==> config.mk <==
export PLATFORM = sky130hd
export DESIGN_NAME = xalu_nibble_seq
export DESIGN_NICKNAME = d
export VERILOG_FILES = /design/src/rtl/xalu_nibble_seq.sv
export SDC_FILE = /design/constraint.sdc
export NUM_CORES = 1
export LEC_CHECK = 0
export ABC_AREA = 1
export BUFFER_PORTS_ARGS = -buffer_cell sky130_fd_sc_hd__buf_2
export CAP_MARGIN = 20
export CORE_ASPECT_RATIO = 0.7
export CORE_MARGIN = 5
export CORE_UTILIZATION = 50
export DETAILED_ROUTE_END_ITERATION = 7
export GPL_ROUTABILITY_DRIVEN = 1
export PLACE_DENSITY = 0.76
export SYNTH_ARGS = -nofsm -noshare
export SYNTH_HDL_FRONTEND = slang
export SYNTH_SLANG_ARGS = --single-unit
==> constraint.sdc <==
create_clock -name clk -period 3.85 [get_ports clk]
set_input_delay 0.77 -clock clk [delete_from_list [all_inputs] [get_ports clk]]
set_output_delay 0.77 -clock clk [all_outputs]
set_load 0.1 [all_outputs]
==> src/rtl/xalu_nibble_seq.sv <==
// Nibble-serial sequencer for the 4-bit xalu slice: runs one 16-bit operation
// over four clocks and collects the result, carry and status flags.
module xalu_nibble_seq (
  input  logic        clk,
  input  logic        rst_n,
  input  logic        start,
  input  logic [2:0]  op,
  input  logic        com,
  input  logic        cin,
  input  logic [15:0] a_in,
  input  logic [15:0] b_in,
  output logic        busy,
  output logic        done,
  output logic [15:0] result,
  output logic        cout,
  output logic        zero,
  output logic        neg_zero,
  output logic        equ,
  output logic [3:0]  slice_a,
  output logic [3:0]  slice_b,
  output logic [2:0]  slice_f,
  output logic        slice_ci_right,
  output logic        slice_ci_left,
  output logic        slice_com,
  input  logic [3:0]  slice_d,
  input  logic        slice_co_left,
  input  logic        slice_co_right,
  input  logic        slice_equ
);

  // state   | meaning
  // IDLE    | waiting for start, slice inputs held at 0
  // RUN     | stepping nibbles s=0..3 through the slice
  localparam logic ST_IDLE = 1'b0;
  localparam logic ST_RUN  = 1'b1;

  localparam logic [2:0] OP_ADD = 3'd0;
  localparam logic [2:0] OP_SHR = 3'd6;
  localparam logic [2:0] OP_SHL = 3'd7;

  logic        state_q;
  logic [1:0]  s_q;
  logic [15:0] a_q, b_q;
  logic [2:0]  op_q;
  logic        com_q;
  logic        c_q, c_d;
  logic [15:0] acc_q, acc_d;
  logic        eq_q, eq_d;
  logic [15:0] result_q;
  logic        cout_q, zero_q, neg_zero_q, equ_q, done_q;

  logic [1:0]  n;
  logic [3:0]  nib_a, nib_b;
  logic        running;
  logic        is_right_carry, is_shr;

  assign running        = (state_q == ST_RUN);
  assign is_shr         = (op_q == OP_SHR);
  assign is_right_carry = (op_q == OP_ADD) || (op_q == OP_SHL);

  // SHR walks MSB first so the shifted-in bit enters at the top nibble.
  assign n = is_shr ? (2'd3 - s_q) : s_q;

  always_comb begin
    nib_a = a_q[3:0];
    nib_b = b_q[3:0];
    case (n)
      2'd0: begin nib_a = a_q[3:0];   nib_b = b_q[3:0];   end
      2'd1: begin nib_a = a_q[7:4];   nib_b = b_q[7:4];   end
      2'd2: begin nib_a = a_q[11:8];  nib_b = b_q[11:8];  end
      default: begin nib_a = a_q[15:12]; nib_b = b_q[15:12]; end
    endcase
  end

  assign slice_a        = running ? nib_a : 4'd0;
  assign slice_b        = running ? nib_b : 4'd0;
  assign slice_f        = running ? op_q  : 3'd0;
  assign slice_com      = running & com_q;
  assign slice_ci_right = running & is_right_carry & c_q;
  assign slice_ci_left  = running & is_shr & c_q;

  always_comb begin
    c_d = c_q;
    if (is_right_carry)
      c_d = slice_co_left;
    else if (is_shr)
      c_d = slice_co_right;
  end

  always_comb begin
    acc_d = acc_q;
    case (n)
      2'd0:    acc_d[3:0]   = slice_d;
      2'd1:    acc_d[7:4]   = slice_d;
      2'd2:    acc_d[11:8]  = slice_d;
      default: acc_d[15:12] = slice_d;
    endcase
  end

  assign eq_d = eq_q & slice_equ;

  always_ff @(posedge clk or negedge rst_n) begin
    if (!rst_n) begin
      state_q    <= ST_IDLE;
      s_q        <= 2'd0;
      a_q        <= 16'd0;
      b_q        <= 16'd0;
      op_q       <= 3'd0;
      com_q      <= 1'b0;
      c_q        <= 1'b0;
      acc_q      <= 16'd0;
      eq_q       <= 1'b0;
      result_q   <= 16'd0;
      cout_q     <= 1'b0;
      zero_q     <= 1'b0;
      neg_zero_q <= 1'b0;
      equ_q      <= 1'b0;
      done_q     <= 1'b0;
    end else begin
      done_q <= 1'b0;
      case (state_q)
        ST_IDLE: begin
          if (start) begin
            a_q     <= a_in;
            b_q     <= b_in;
            op_q    <= op;
            com_q   <= com;
            c_q     <= cin;
            acc_q   <= 16'd0;
            eq_q    <= 1'b1;
            s_q     <= 2'd0;
            state_q <= ST_RUN;
          end
        end
        default: begin
          acc_q <= acc_d;
          eq_q  <= eq_d;
          c_q   <= c_d;
          s_q   <= s_q + 2'd1;
          if (s_q == 2'd3) begin
            state_q    <= ST_IDLE;
            done_q     <= 1'b1;
            result_q   <= acc_d;
            zero_q     <= (acc_d == 16'h0000);
            neg_zero_q <= (acc_d == 16'hFFFF);
            equ_q      <= eq_d;
            cout_q     <= (is_right_carry || is_shr) ? c_d : 1'b0;
          end
        end
      endcase
    end
  end

  assign busy     = running;
  assign done     = done_q;
  assign result   = result_q;
  assign cout     = cout_q;
  assign zero     = zero_q;
  assign neg_zero = neg_zero_q;
  assign equ      = equ_q;

endmodule

Yosys cells after proc, flatten, opt, wreduce, memory -nomap -nowiden. Index checks and enable logic that the tools add are counted.

Flip-flop bits (word level): 78. Input port bits: 47. Output and inout port bits: 36.

Muxes and demuxes: 26. Add/sub/neg operators: 2. Reductions and logical operators: 9. Bitwise logic cells: 7. Equality and inequality tests: 6.

Operators by type and width (count): $mux 16 (2); $mux 4 (6); $pmux 4 s3 (2); $eq 16x16->1 const B (1); $logic_not 16->1 (1); $mux 1 (12); $and 1x1->1 (6); $eq 3x3->1 const B (2); $mux 2 (3); $eq 2x2->1 const B (2); $reduce_and 2->1 (2); $logic_not 3->1 (1); $mux 3 (1); $reduce_or 3->1 (1); $add 2x1->2 const B (1); $eq 2x1->1 const B (1); $logic_not 2->1 (1); $logic_or 1x1->1 (2); $reduce_bool 2->1 (1); $sub 2x2->2 const A (1); $not 1->1 (1).

Logic depth before layout (Yosys ltp). Gate-level depths: netlist of run 1.

Word-level depth: 6. Depth in mapped cells: 15. Gate-level depth less buffers: 13.

Worst setup path after synthesis of run 1. Ideal clock, no wire load.

Kind: register -> output. Start: register state_q, in the netlist busy. End: output port slice_ci_left. Buffers on the path: 2. Required time: 3.080 ns. Slack: -0.422 ns. Stages on the path, launching flop included: 5. Arrival time: 3.502 ns. Path through: dfrtp_1 clkbuf_1 inv_2 buf_2 nor3_1.

Longest elaborated chain between the ends: 2.

Ends and longest elaborated chain: start: declaration (RTL line 41) `logic state_q;`; start signal: assignment (RTL line 104) `state_q <= ST_IDLE;`; start signal: assignment (RTL line 132) `state_q <= ST_RUN;`; start signal: assignment (RTL line 141) `state_q <= ST_IDLE;`; $and 1x1->1 (2 in series) (RTL line 80) `assign slice_ci_left = running & is_shr & c_q;`; end: declaration (RTL line 23) `output logic slice_ci_left,`.

No other way between the ends.

Final worst setup path of run 1.
Start: register op_q[0]. End: output port slice_b[3].

Longest elaborated chain between the ends: 5.

Ends and longest elaborated chain: start: declaration (RTL line 44) `logic [2:0] op_q;`; start signal: assignment (RTL line 126) `op_q <= op;`; $eq 3x3->1 * (RTL line 58) `assign is_shr = (op_q == OP_SHR);`; $mux 2 * (RTL line 62) `assign n = is_shr ? (2'd3 - s_q) : s_q;`; $eq 2x2->1, or another cell as far along (RTL line 67) `case (n)`; $pmux 4 s3 * (RTL line 67); $mux 4 * (RTL line 76) `assign slice_b = running ? nib_b : 4'd0;`; end: declaration (RTL line 20) `output logic [3:0] slice_b,`.

Mark *: on every way between the ends. The rest lies on a longest branch, timed or not.

==> results by group, run 1 <==
Logic synthesis
  – Ys Warns: 0
  – Cell taking the most area after synthesis: dfrtp_1
  – Avg Inst Size Synth: 7.83 um^2
  – Synth area leaders: dfrtp_1, nand2_1, o21ai_0
  – Register bit total from synthesis: 78
  – Synthesized Nets: ~520
  – Synth cell types: 27
  – Post-synth EDFFs: 0
  – Synth async-reset ratio: 1.00
  – Synth Flop Type: dfrtp_1
  – Syn Inst Count: 475
  – Post-synthesis cell area: 0.00372 mm^2
  – Sequential fraction of the synthesis area: 0.525
  – Share of the synthesized area in the top cell type: 0.525

Global routing
  – Tot GR Track Use: 0.222
  – Total grt overflow: 0
  – M2 GR Usage: 0.346
  – Met1 GRT Util: 0.297
  – Met3 Track Usage GR: 0.0743
  – Vias in the first global route: approximately 3.4k
  – Largest net degree at the start of global routing: 79
  – Layer with the highest usage: met2
  – First-pass GRT wire length: 16.2 mm
  – Initial antenna violation count: 0

Timing
  – Final worst slack: roughly 0.43 ns
  – Max Slew Vio Count: 0
  – Final setup fails: 0
  – Min Tclk post-route: 3.42 ns
  – Setup tns final: 0 ns
  – Slew HR: 0.529
  – Worst clock skew: 0.00744 ns
  – Pin slew with the least headroom to its limit: 0.706 ns
  – F_max: 0.292 GHz
  – Unrepaired setup endpoints after global routing: no
  – Final hold vios: 0
  – Final period util: 0.889

Worst setup path
  – Slowest CP cell: buf_2
  – R2R Path Start: op_q[0]$_DFFE_PN0P_
  – Worst-path cell chain: inv_2 -> nand3_2 -> nand2_1 -> nand2_2 -> nand2_2 -> o21ai_0 -> a31oi_1 -> buf_2
  – Reg2Reg Capture Point: neg_zero$_DFFE_PN0P_
  – Reg2reg path depth: 12
  – CP Launch Type: register
  – Crit path max-delay family: simple AND/OR/NAND/NOR gates
  – Critical path depth: 8
  – Max FO, Critical Path: 20
  – WP buf/inv: 2
  – Crit path top cell by count: nand2_2
  – Setup crit end kind: primary output
  – R2R setup slack: between 1 and 1.5 ns
  – Critical path type: register to primary output
  – Setup crit start: op_q[0]$_DFFE_PN0P_
  – Critical Path AT: between 2 and 3 ns
  – WP data required: 3.08 ns
  – Slowest stage delay, CP: between 0.4 and 0.5 ns

Clock network
  – # clock sinks: 78
  – Hold-fix buffers, CTS: 0
  – Post-CTS Repair Setup Buffers: 0
  – CTS resizes: 0
  – Htree depth: 3
  – CTS Root Cell: clkbuf_8
  – TritonCTS clock tree: yes
  – Worst skew pair latency: 0.36 ns
  – Num CTS Buffers: 9
  – Clk pin slew, worst setup/hold paths: 0.08 ns
  – Max clock buf depth: 2

Place
  – Port Buf Inserts: 82
  – Dpl hpwl: 6.60 mm
  – Pre-CTS setup slack: 0.857 ns
  – RePlAce Congestion: approximately 0.86
  – DP Cell Count: between 600 and 700

Floorplanning
  – Core Box Area: 0.00725 mm^2
  – Die H: 82.2 um
  – Ports: 83
  – Starting Density: 0.513
  – Die X-Extent: 113 um
  – FP Rows: 26
  – Die Footprint: 0.00929 mm^2

Cells and area
  – Filler cell count: 641
  – Ant. Diodes: 0
  – Area Overhead vs Synth: 20.5%
  – Area of the multi-input gates: 0.00154 mm^2
  – Register area: 0.00195 mm^2
  – Layout cell share with drive strength beyond 1: 0.219
  – Finished Layout Cells: 651
  – Nets@finish: 596

Routing
  – Vias: ~3.4k
  – DRT Wirelength: 9.74 mm
  – First DRT Iteration DRCs: 275
  – Post-route DRC: 0
  – Vias per cell: approximately 5.3
  – WL per Instance: roughly 15 um
  – DRT antenna net count: 0
  – First-pass iteration count of the detailed router: 5

Outcome
  – Result of the run: finished clean

Min path
  – Hold crit path type: primary input to async pin

Flow run
  – Number of max-cap violations: 0
cells in the mapped netlist (all sizes together), types with 2 or more instances:
library cell	count
nor3	2
o22ai	12
dfrtp	78
buf	10
a31oi	7
o21ai	56
nor2	21
clkbuf	14
inv	33
a21oi	2
nand3	31
nand4	2
nand2	201
per-stage QoR:
stage,hold slack (ns),area (um^2),utilization
2_1_floorplan,0.444,3730,-
3_3_place_gp,0.457,4160,0.574
3_5_place_dp,0.460,4160,0.574
4_1_cts,0.481,4420,0.610
5_1_grt,0.190,4480,0.617
6_report,0.200,4480,0.617
worst max-delay path by stage:
stage | to | slack [ns]
after global placement | slice_b[1] | 0.97
final | slice_b[3] | 0.43
after CTS | slice_a[2] | 0.44
after global routing | slice_b[0] | 0.24
after detailed placement | slice_b[1] | 0.86
after floorplan | slice_a[0] | 0.17
worst reg2reg max path, stage by stage, from the launching register on:
cell     delay (ns)
dfrtp_1        0.44
inv_2          0.10
nand3_2        0.14
nand2_1        0.08
nand2_1        0.37
buf_4          0.26
nand2_1        0.26
o21ai_0        0.42
nor2_1         0.10
nand2_1        0.07
nor2_1         0.04
nand2_1        0.06
nand2_1        0.05
cell usage in the layout, fill, tap and decap left out, types with 2 or more instances in the layout:
cell and count:
bufinv_16 4, buf_4 3, inv_1 30, o22ai_1 12, o21ai_1 12, o21ai_2 2
buf_16 2, a31oi_1 6, inv_2 3, dfrtp_1 78, nand2_1 191, nor2_1 20
nand4_1 2, nand3_1 30, buf_2 81, clkbuf_8 9, o21ai_0 42, nand2_2 9
kinds of logic after synthesis:
kind of cell / count (synthesis) / share of synthesized area
flip-flops: 78 / 0.525
AO/OA/AOI/OAI: 81 / 0.121
AND/OR/NAND/NOR: 258 / 0.285
buffers and inverters: 57 / 0.0659
adder cells (fa/ha/maj): 1 / 0.00336
state kept, by name, indices dropped and copies added (netlist names), 2 cells and up:
name	flops
s_q	2
acc_q	16
b_q	16
result	16
a_q	16
op_q	3
metal layers:
layer  up-vias  part of all wire
met5         -                 0
met4         0             0.012
met3        11             0.090
met2       147              0.44
met1      1603              0.46
li1       1677                 -
area by class of cell:
class,count,area share
timing repair buffer,86,0.108
multi-input combinational,340,0.343
clock buffer,10,0.0285
clock inverter,6,0.0299
tap,98,0.0274
inverter,33,0.0277
sequential,78,0.436
Power of run 1 is left out: the tool's default activity adds up to more than one toggle a clock period on the data nets, which glitch-free logic cannot reach.
==> inputs of run 2 (changes only) <==
--- a/config.mk
+++ b/config.mk
@@ -9,10 +9,11 @@
 export BUFFER_PORTS_ARGS = -buffer_cell sky130_fd_sc_hd__buf_2
 export CAP_MARGIN = 20
 export CORE_ASPECT_RATIO = 0.7
-export CORE_MARGIN = 5
+export CORE_MARGIN = 2
 export CORE_UTILIZATION = 50
 export DETAILED_ROUTE_END_ITERATION = 7
 export GPL_ROUTABILITY_DRIVEN = 1
+export GPL_TIMING_DRIVEN = 0
 export PLACE_DENSITY = 0.76
 export SYNTH_ARGS = -nofsm -noshare
 export SYNTH_HDL_FRONTEND = slang
==> constraint.sdc (replaced) <==
create_clock -name clk -period 3.85 [get_ports clk]
set_input_delay 0.77 -clock clk [delete_from_list [all_inputs] [get_ports clk]]
set_output_delay 0.77 -clock clk [all_outputs]
set_load 0.02 [all_outputs]
==> run 2 against run 1 <==
Non-clock buffer count increased by 21. Core utilization rose by 0.35 points. Global-route usage up 3.6 points. Sequential share of layout area is 0.24 points lower. Clock skew hardly changed. Critical path depth grew 1. First-iteration DRC count rose by 32%. Final cell count rose by 3.2%. Wire length rose by 0.48%.
==> results by group, run 2 (same netlist as run 1, synthesis figures left out) <==
Outcome
  – Result of the run: finished clean

Power
  – Cell Pwr Density: 948 mW/mm^2
  – Maximum vdd drop: between 0.0003 and 0.0004 V
  – Leakage Power: 0.00241 uW

Global routing
  – Initial antenna violation count: 0 (unchanged)
  – Total grt overflow: 0 (unchanged)
  – Vias in the first global route: 3,359 (-0.24%)
  – Largest net degree at the start of global routing: 51 (-35%)
  – First-pass GRT wire length: 16.4 mm (+1.4%)
  – Tot GR Track Use: 0.257 (+0.0355)

Clock network
  – TritonCTS clock tree: yes
  – Worst skew pair latency: 0.36 ns (about the same)
  – Htree depth: 3 (unchanged)
  – Num CTS Buffers: 9 (unchanged)
  – Hold-fix buffers, CTS: 0 (unchanged)
  – CTS resizes: 0 (unchanged)
  – Clk pin slew, worst setup/hold paths: 0.08 ns (about the same)
  – # clock sinks: 78 (unchanged)
  – Max clock buf depth: 2 (unchanged)
  – Post-CTS Repair Setup Buffers: 0 (unchanged)
  – CTS Root Cell: clkbuf_8

Timing
  – Final hold vios: 0 (unchanged)
  – Setup tns final: 0 ns (unchanged)
  – Final worst slack: 0.602 ns (+0.176 ns)
  – Min Tclk post-route: 3.25 ns (-0.176 ns)
  – Final period util: 0.844 (-0.0456)
  – Final setup fails: 0 (unchanged)
  – Worst hold slack: 0.332 ns (+0.133 ns)
  – Pin slew with the least headroom to its limit: 0.571 ns (-0.135 ns)
  – Worst clock skew: 0.00747 ns (+0.0000368 ns)
  – Max Slew Vio Count: 0 (unchanged)
  – Unrepaired setup endpoints after global routing: no
  – F_max: 0.308 GHz (+5.4%)
  – Slew HR: 0.619 (+0.0900)

Cells and area
  – Layout cell share with drive strength beyond 1: 0.220 (+0.000706)
  – Ant. Diodes: 0 (unchanged)
  – Layout Cell Area excl Fill: 0.00450 mm^2 (+0.56%)
  – Finished Core Util: 0.621 (+0.00345)
  – Most frequent cells in the layout: nand2_1, buf_2, dfrtp_1, o21ai_0
  – Area Overhead vs Synth: 21.1%
  – Commonest non-fill, non-tap cell in the layout: nand2_1
  – Nets@finish: 617 (+3.5%)
  – Filler cell count: 681 (+6.2%)

Routing
  – First-pass iteration count of the detailed router: 5 (unchanged)
  – WL per Instance: 14.6 um (-2.7%)
  – DRT antenna net count: 0 (unchanged)
  – Post-route DRC: 0 (unchanged)
  – Vias: 3,515 (+2.2%)
  – Vias per cell: 5.23 (-0.96%)
  – DRT Wirelength: 9.78 mm (+0.48%)
  – First DRT Iteration DRCs: 363 (+32%)

Worst setup path
  – Worst-path cell chain: nand2_2 -> nor2_4 -> nand2_1 -> nand2_2 -> buf_6 -> clkbuf_1 -> nand3_1 -> a31oi_1 -> buf_2
  – WP data required: 3.08 ns (about the same)
  – Slowest stage delay, CP: 0.51 ns (+0.06 ns)
  – Slowest CP cell: dfrtp_1
  – Critical Path AT: 2.48 ns (-0.17 ns)
  – R2R Path Start: busy$_DFF_PN0_
  – Setup crit start: op_q[2]$_DFFE_PN0P_
  – Reg2Reg Capture Point: a_q[3]$_DFFE_PN0P_
  – Max FO, Critical Path: 10 (-50%)
  – Reg2reg path depth: 9 (-3)
  – Critical path type: register to primary output
  – CP Launch Type: register
  – R2R setup slack: 1.71 ns (+0.33 ns)
  – Crit path top cell by count: nand2_2
  – Setup crit end kind: primary output

Floorplanning
  – Core Box Area: 0.00725 mm^2 (unchanged)
  – Die H: 76.2 um (-7.3%)
  – FP Rows: 26 (unchanged)
  – Ports: 83 (unchanged)
  – Die Footprint: 0.00815 mm^2 (-12%)
  – Starting Density: 0.513 (unchanged)
  – Die X-Extent: 107 um (-5.3%)

Flow run
  – Number of max-cap violations: 0 (unchanged)

Place
  – Port Buf Inserts: 82 (unchanged)
  – DP Area: 0.00428 mm^2 (+2.9%)
  – RePlAce Congestion: 0.935 (+8.5%)
  – Dpl hpwl: 7.10 mm (+7.5%)
  – Pre-CTS setup slack: 1.09 ns (+0.229 ns)

Min path
  – Hold crit path type: primary input to async pin
## run 2: changes by cell type in the layout (fill, tap and decap cells not counted), moves of 2 or more
cell and change:
buf_2 +7, buf_4 -2, buf_6 +3, bufinv_16 -2, clkbuf_1 +13, clkinvlp_4 +2
## run 2: area by class of cell
cell class,instances,area [um^2],area share
well taps,98,123,0.0272
clock inverters,6,85.1,0.0189
clock buffers,10,138,0.0306
plain buffers,24,121,0.0269
inverters,33,124,0.0275
repair buffers,83,440,0.0978
multi-input cells,340,1520,0.338
flip-flops and latches,78,1950,0.433
## run 2: worst max path at each step
stage                       to  slack (ns)
floorplan           slice_b[1]        1.42
global placement    slice_a[1]        1.13
detailed placement  slice_a[3]        1.09
CTS                 slice_b[3]        0.68
global route        slice_a[2]        0.42
finish              slice_b[3]        0.60
## run 2: per-stage QoR
stage | cells | total power [uW]
floorplan | 475 | 2900
global placement | 655 | 3490
detailed placement | 656 | 3560
CTS | 672 | 4260
global route | 672 | 4610
finish | 672 | 4270
## run 2: worst max-delay path, delay by kind of cell (launching register included)
kind / cells / cell delay [ns]
AND/OR/NAND/NOR: 5 / 0.59
flip-flops: 1 / 0.51
buffers and inverters: 3 / 0.78
AO/OA/AOI/OAI: 1 / 0.24
## run 2: where the power goes
group          internal, uW  total (uW)  switching, uW  leakage [uW]
registers              1190        1420            223      0.000975
clock network           380         692            312      0.000108
logic                   704        2160           1450       0.00133
total                  2280        4270           1990       0.00241
## run 2: layer usage
metal | vias to the layer above | GRT usage | share of wire
li1 | 1718 | - | -
met4 | 0 | 0.0688 | 0.011
met1 | 1642 | 0.404 | 0.50
met2 | 140 | 0.359 | 0.41
met3 | 15 | 0.0547 | 0.081
met5 | - | 0 | 0
No activity file was read; power rests on OpenSTA's default activity.
